**src/rtl/fpu_issue_queue_if.sv**
```systemverilog
// Core-to-issue-queue handshake plus the issue-side outputs that feed fpu_top.
interface fpu_issue_queue_if #(
  parameter int DEPTH = 4
);
  logic                     in_valid;
  logic                     in_ready;
  logic [31:0]              in_instr;
  logic                     flush;
  logic [31:0]              fpu_instr;
  logic                     fpu_valid;
  logic [$clog2(DEPTH):0]   queue_count;
  logic [15:0]              stall_count;

  modport master (
    output in_valid, in_instr, flush,
    input  in_ready, fpu_instr, fpu_valid, queue_count, stall_count
  );

  modport slave (
    input  in_valid, in_instr, flush,
    output in_ready, fpu_instr, fpu_valid, queue_count, stall_count
  );
endinterface

```
**src/rtl/fpu_issue_queue.sv**
```systemverilog
// In-order issue FIFO with a LAT-deep RAW scoreboard in front of fpu_top; one instr or bubble per cycle.
// Define FPU_ISSUE_PERF_EN to build the saturating hazard-stall counter.
module fpu_issue_queue #(
  parameter int          DEPTH       = 4,
  parameter int          LAT         = 4,
  parameter logic [31:0] BUBBLE_INSN = 32'h0000_0053
) (
  input  logic             clk,
  input  logic             rst_n,
  fpu_issue_queue_if.slave bus
);
  localparam int AW = (DEPTH > 1) ? $clog2(DEPTH) : 1;
  localparam int CW = $clog2(DEPTH) + 1;

  typedef struct packed {
    logic       vld;
    logic [4:0] rd;
  } sb_ent_t;

  logic [DEPTH-1:0][31:0] mem_q;
  logic [AW-1:0]          wr_ptr_q, wr_ptr_d;
  logic [AW-1:0]          rd_ptr_q, rd_ptr_d;
  logic [CW-1:0]          cnt_q, cnt_d;
  sb_ent_t [LAT-1:0]      sb_q, sb_d;
  logic [31:0]            fpu_instr_q, fpu_instr_d;
  logic                   fpu_valid_q, fpu_valid_d;

  logic                   empty, push, pop, hazard;
  logic [31:0]            head;
  logic                   use12, use3;
  logic [4:0]             rs1, rs2, rs3;
  logic [LAT-1:0]         hit;

  assign empty        = (cnt_q == '0);
  assign bus.in_ready = (cnt_q < CW'(DEPTH));
  assign head         = mem_q[rd_ptr_q];

  // R4 (opcode[6:4]=100) reads rs1..rs3; OP-FP reads rs1/rs2, FSQRT's rs2 included conservatively
  assign use3  = (head[6:4] == 3'b100);
  assign use12 = use3 || (head[6:2] == 5'b10100);
  assign rs1   = head[19:15];
  assign rs2   = head[24:20];
  assign rs3   = head[31:27];

  for (genvar i = 0; i < LAT; i++) begin : g_sb
    assign hit[i] = sb_q[i].vld &&
                    ((use12 && ((rs1 == sb_q[i].rd) || (rs2 == sb_q[i].rd))) ||
                     (use3  &&  (rs3 == sb_q[i].rd)));
  end

  assign hazard = |hit;
  assign pop    = !empty && !hazard && !bus.flush;
  assign push   = bus.in_valid && bus.in_ready && !bus.flush;

  always_comb begin
    wr_ptr_d = wr_ptr_q;
    rd_ptr_d = rd_ptr_q;
    cnt_d    = cnt_q;
    if (bus.flush) begin
      wr_ptr_d = '0;
      rd_ptr_d = '0;
      cnt_d    = '0;
    end else begin
      if (push) wr_ptr_d = wr_ptr_q + AW'(1);
      if (pop)  rd_ptr_d = rd_ptr_q + AW'(1);
      cnt_d = cnt_q + CW'(push) - CW'(pop);
    end
  end

  // Scoreboard keeps shifting through a flush: in-flight writes still land in the regfile
  always_comb begin
    sb_d = sb_q;
    for (int i = 1; i < LAT; i++) sb_d[i] = sb_q[i-1];
    sb_d[0].vld = pop;
    sb_d[0].rd  = head[11:7];
  end

  always_comb begin
    fpu_valid_d = pop;
    fpu_instr_d = pop ? head : BUBBLE_INSN;
  end

  always_ff @(posedge clk or negedge rst_n) begin
    if (!rst_n) begin
      wr_ptr_q    <= '0;
      rd_ptr_q    <= '0;
      cnt_q       <= '0;
      sb_q        <= '0;
      fpu_instr_q <= BUBBLE_INSN;
      fpu_valid_q <= 1'b0;
    end else begin
      wr_ptr_q    <= wr_ptr_d;
      rd_ptr_q    <= rd_ptr_d;
      cnt_q       <= cnt_d;
      sb_q        <= sb_d;
      fpu_instr_q <= fpu_instr_d;
      fpu_valid_q <= fpu_valid_d;
    end
  end

  // Payload storage needs no reset; occupancy is tracked by cnt_q
  always_ff @(posedge clk) begin
    if (push) mem_q[wr_ptr_q] <= bus.in_instr;
  end

  assign bus.fpu_instr   = fpu_instr_q;
  assign bus.fpu_valid   = fpu_valid_q;
  assign bus.queue_count = cnt_q;

`ifdef FPU_ISSUE_PERF_EN
  logic [15:0] stall_q, stall_d;

  always_comb begin
    stall_d = stall_q;
    if (!empty && hazard && !bus.flush && (stall_q != 16'hFFFF))
      stall_d = stall_q + 16'd1;
  end

  always_ff @(posedge clk or negedge rst_n) begin
    if (!rst_n) stall_q <= '0;
    else        stall_q <= stall_d;
  end

  assign bus.stall_count = stall_q;
`else
  assign bus.stall_count = 16'h0000;
`endif

endmodule

```
**src/flat_wrapper.sv**
```systemverilog
// flat-port wrapper written by rule: the top's interface ports become plain ports
module fpu_issue_queue_flat 
#(
  parameter int          DEPTH       = 4,
  parameter int          LAT         = 4,
  parameter logic [31:0] BUBBLE_INSN = 32'h0000_0053
)
  (clk, rst_n, bus_in_valid, bus_in_instr, bus_flush, bus_in_ready, bus_fpu_instr, bus_fpu_valid, bus_queue_count, bus_stall_count);
  fpu_issue_queue_if #(.DEPTH(DEPTH)) bus_i ();
  input  logic clk;
  input  logic rst_n;
  input wire logic [$bits(bus_i.in_valid)-1:0] bus_in_valid;
  input wire logic [$bits(bus_i.in_instr)-1:0] bus_in_instr;
  input wire logic [$bits(bus_i.flush)-1:0] bus_flush;
  output wire logic [$bits(bus_i.in_ready)-1:0] bus_in_ready;
  output wire logic [$bits(bus_i.fpu_instr)-1:0] bus_fpu_instr;
  output wire logic [$bits(bus_i.fpu_valid)-1:0] bus_fpu_valid;
  output wire logic [$bits(bus_i.queue_count)-1:0] bus_queue_count;
  output wire logic [$bits(bus_i.stall_count)-1:0] bus_stall_count;
  assign bus_i.in_valid = bus_in_valid;
  assign bus_i.in_instr = bus_in_instr;
  assign bus_i.flush = bus_flush;
  assign bus_in_ready = bus_i.in_ready;
  assign bus_fpu_instr = bus_i.fpu_instr;
  assign bus_fpu_valid = bus_i.fpu_valid;
  assign bus_queue_count = bus_i.queue_count;
  assign bus_stall_count = bus_i.stall_count;
  fpu_issue_queue #(.DEPTH(DEPTH), .LAT(LAT), .BUBBLE_INSN(BUBBLE_INSN)) u_core (.clk(clk), .rst_n(rst_n), .bus(bus_i));
endmodule
```
**config.mk**
```make
export PLATFORM = sky130hd
export DESIGN_NAME = fpu_issue_queue_flat
export DESIGN_NICKNAME = d
export VERILOG_FILES = /design/src/rtl/fpu_issue_queue_if.sv /design/src/rtl/fpu_issue_queue.sv /design/src/flat_wrapper.sv
export SDC_FILE = /design/constraint.sdc
export NUM_CORES = 1
export LEC_CHECK = 0
export BUFFER_PORTS_ARGS = -buffer_cell sky130_fd_sc_hd__buf_2
export CORE_UTILIZATION = 60
export CTS_BUF_LIST = sky130_fd_sc_hd__clkbuf_8
export DETAILED_ROUTE_END_ITERATION = 6
export HOLD_SLACK_MARGIN = 0.15
export PLACE_DENSITY_LB_ADDON = 0.1
export SYNTH_ARGS = -nofsm -noshare
export SYNTH_HDL_FRONTEND = slang
export SYNTH_SLANG_ARGS = --single-unit
```
**constraint.sdc**
```tcl
create_clock -name clk -period 4.2 [get_ports clk]
set_clock_uncertainty 0.2 [all_clocks]
set_input_delay 0.21 -clock clk [delete_from_list [all_inputs] [get_ports clk]]
set_output_delay 0.21 -clock clk [all_outputs]
set_load 0.01 [all_outputs]
```
==> impl_summary.md <==
Clocking
For the worst-skew pair, the clock arrives at the later sink with an insertion delay of 470 ps. CTS placed an instance of sky130_fd_sc_hd__clkbuf_8 at the clock tree root. The clock-pin transition on the worst setup and hold timing paths is 90 ps. No sink is reached through more buffers than the 2 on the longest clock path.

The clock drives 191 sinks. Once the clock tree was built, the setup fixing pass inserted 0 buffers. The number of CTS-inserted buffers is 17.

The number of hold buffers added after CTS is 36. The clock tree from TritonCTS is done. The post-cts resize count is 0. The H-tree depth reported by CTS is 4.

Run
The tool flagged a number of max-cap violations equal to 0.

Placement
The final estimated routing congestion in global placement is 0.857. The placed wire-length estimate after detailed placement is 8.89 mm. The count of buffers inserted at the top-level ports is 72.

Drt
The total via count after detailed routing is 3,849. The number of routed nets with antenna violations is 0. The wire length reported by the detailed router is 14.1 mm. For this run, design rule violations remaining after detail routing come to 0. The number of iterations in the first detailed-routing pass is 4. Dividing the detail-routed via count by the number of cells gives 5.34. The average wire length per cell after detail routing is 19.6 um. The detailed router finished its first iteration with 197 violations.

Timing
The max-slew violation count is 0. The maximum frequency from static timing analysis is 256 MHz. The post-layout minimum cycle time is 3910 ps. The total count of hold-check failures in the final report is 0. The count of endpoints failing setup in the final report is 0. Headroom to the max-slew limit came out at 38.3%. The final period utilization is 93.0%.

At the pin with the least slew margin, the transition time is 926 ps. Setup repair after global routing left no endpoint under its margin. After routing, the total negative slack on setup checks comes to 0 ps.

Synthesis
The share of the synthesized area in the top cell type is 50.7%. The average instance in the mapped netlist occupies 18.3 um^2. The cell area after technology mapping is 0.00759 mm^2. The sequential cell area fraction in the yosys report is 71.5%.

The cell count after synthesis is 415. The synthesized design contains 128 enable-type register cells. The leading area contributor after synthesis is sky130_fd_sc_hd__edfxtp_1.

In the synthesized netlist the dominant register cell turns out to be sky130_fd_sc_hd__edfxtp_1. The synthesized netlist contains 40 unique library cells. The share of flip-flops with an asynchronous set or reset after synthesis is 33.0%. The commonest cells after synthesis are sky130_fd_sc_hd__edfxtp_1, sky130_fd_sc_hd__dfrtp_1, sky130_fd_sc_hd__xnor2_1.

Among all cell types in the netlist, the one instantiated most often is sky130_fd_sc_hd__edfxtp_1. Ranked by total cell area, the synthesized netlist is headed by sky130_fd_sc_hd__edfxtp_1, sky130_fd_sc_hd__dfrtp_1, sky130_fd_sc_hd__mux4_2, sky130_fd_sc_hd__xnor2_1, sky130_fd_sc_hd__and2_1. Yosys printed 0 warnings. Counting flops and latches in the post-synthesis netlist gives 191.

Final layout
After the last flow step, the layout net total stands at 583. After filler insertion, the fill cell instance count of the layout stands at 761. The repair_antennas step left the layout with diodes totalling 0. Relative to the synthesized area, the layout overhead comes to 17.9%. The share of final-layout standard cells stronger than drive strength 1 is 28.0%.

Floorplanning
The starting density of the core is 62.4%. In this run the vertical extent of the chip is 114 um. The number of top-level design ports is 89. In this run the core area contains 40 standard-cell rows. The core region is 0.0122 mm^2.

The x dimension of the die is 114 um. The area of the die is 0.0131 mm^2.

GRT
Entering global routing, the biggest net connects 41 pins. The total overflow left after global routing is 0. Global routing consumed, over all layers together, 24.2% of the routing resources. The first global-routing pass estimated 22.3 mm of wire. The via count of the first global-routing pass is 4,057.

The number of antenna violations at the first check in global routing is 0.

Critical path
The critical path arrival is 4060 ps. For the worst setup path, the data required time is 4360 ps. The class of the most critical setup path is register to register. In this run the worst path has a maximum fanout of 11. The capturing element type of the critical path is a register. STA classifies the critical path startpoint as a register.

Power
The leakage power summed over all cells is 3.36 nW. The fraction of power consumed by combinational cells is 31.2%. The share of power burned in the clock network is 23.5%. The maximum resistive drop on vdd is 339 uV. For this design the total switching power over the nets is 0.00173 W. The power after layout is 0.00564 W.

For this design the ratio of total power to cell area is 630 mW/mm^2. In this run switching power makes up 30.7% of total power. The internal power is 0.00391 W.

In this run, flip-flops and latches consume 45.3% of the power.

Worst hold path
The path class of the tightest hold or removal check is register to register.

Outcome
The run finished with clean final reports.
[layout by cell type (no fill, tap or decap), types with 3 or more instances in the layout]
cell	Yosys	routed
sky130_fd_sc_hd__and2_1	32	32
sky130_fd_sc_hd__buf_12	1	3
sky130_fd_sc_hd__buf_2	6	72
sky130_fd_sc_hd__buf_4	16	8
sky130_fd_sc_hd__bufinv_16	0	5
sky130_fd_sc_hd__clkbuf_8	0	17
sky130_fd_sc_hd__clkinvlp_4	0	3
sky130_fd_sc_hd__conb_1	1	16
sky130_fd_sc_hd__dfrtp_1	59	58
sky130_fd_sc_hd__dfstp_2	4	4
sky130_fd_sc_hd__dlygate4sd3_1	0	36
sky130_fd_sc_hd__edfxtp_1	128	128
sky130_fd_sc_hd__ha_1	6	6
sky130_fd_sc_hd__inv_1	7	7
sky130_fd_sc_hd__mux4_2	32	32
sky130_fd_sc_hd__nand2b_1	4	4
sky130_fd_sc_hd__nand3_1	8	8
sky130_fd_sc_hd__nand4_1	7	7
sky130_fd_sc_hd__nor2_1	8	8
sky130_fd_sc_hd__nor3_1	6	6
sky130_fd_sc_hd__o21ai_1	3	3
sky130_fd_sc_hd__xnor2_1	49	49
sky130_fd_sc_hd__xor2_1	14	14
[flip-flops by register name, indices dropped and copies added, names as in the netlist]
signal and cells:
u_core.wr_ptr_q 2, u_core.sb_d 18, u_core.sb_q 6, u_core.bus.queue_count 3
u_core.bus.fpu_instr 32, u_core.rd_ptr_q 2, u_core.mem_q 128
[cell type report]
class	count	area [um^2]	share of cell area [%]
clock buffers	17	234	2.62
clock inverters	15	216	2.42
inverters	7	26.3	0.294
multi-input cells	204	1990	22.2
flip-flops and latches	191	5430	60.7
well taps	168	210	2.35
repair buffers	119	841	9.40
[worst paths after layout]
path / start / depth (start not counted) / to / slack (ps)
hold / removal: u_core.sb_d[17] / 0 / u_core.sb_d[23] / 210
setup / recovery: u_core.rd_ptr_q[0] / 16 / u_core.bus.queue_count[2] / 290
hold reg to reg: u_core.sb_d[17] / 0 / u_core.sb_d[23] / 210
max in group asynchronous: rst_n / 3 / u_core.bus.fpu_instr[4] / 2670
setup reg to reg: u_core.rd_ptr_q[0] / 16 / u_core.bus.queue_count[2] / 290
min in group asynchronous: rst_n / 2 / u_core.bus.fpu_instr[23] / 220
[cell families after synthesis]
kind of cell | count (synthesis) | synth area share, %
compound gates | 10 | 0.989
xor+xnor | 63 | 7.27
fa+ha+maj | 7 | 1.25
buf+inv | 35 | 3.03
flops | 191 | 71.5
mux | 34 | 9.78
other cells | 1 | 0.0494
simple gates | 74 | 6.13
[power by group through the flow]
| stage | sequential [W] | combinational, W | clock (W) |
|---|---|---|---|
| after floorplan | 0.00256 | 0.00127 | 0 |
| after global placement | 0.00259 | 0.00174 | 0 |
| after detailed placement | 0.00259 | 0.00175 | 0 |
| after CTS | 0.00255 | 0.00179 | 0.00135 |
| after global routing | 0.00259 | 0.00194 | 0.00141 |
| final | 0.00255 | 0.00176 | 0.00133 |
[metrics by stage]
step	hold slack [ps]	cells	util, %	cell area (um^2)	worst slack, ps
global placement	185	653	66.9	8130	384
finish	209	721	73.5	8940	292
detailed placement	192	653	66.9	8130	287
global route	232	721	73.5	8940	25.2
floorplan	-286	430	-	7640	485
CTS	213	721	73.5	8940	267
[routing by layer]
metal / GRT usage, % / share of wire [%]
met2: 41.1 / 52
met1: 31.5 / 43
met4: 9.18 / 1.4
met5: 0 / 0
met3: 4.50 / 3.7
[worst max-delay path, cell delays in order, from the launching register on]
cell and delay (ps):
sky130_fd_sc_hd__dfrtp_2 500, sky130_fd_sc_hd__buf_12 190, sky130_fd_sc_hd__mux4_2 530, sky130_fd_sc_hd__nor3b_2 390, sky130_fd_sc_hd__and4_1 250, sky130_fd_sc_hd__nand4_1 100, sky130_fd_sc_hd__o211ai_1 120, sky130_fd_sc_hd__nand4b_4 200
sky130_fd_sc_hd__nor3_4 60, sky130_fd_sc_hd__ha_1 270, sky130_fd_sc_hd__inv_1 60, sky130_fd_sc_hd__ha_1 140, sky130_fd_sc_hd__inv_1 50, sky130_fd_sc_hd__fa_1 370, sky130_fd_sc_hd__xnor2_1 180, sky130_fd_sc_hd__xnor2_1 140
sky130_fd_sc_hd__nor2_1 50
(Power assumes the default switching activity.)
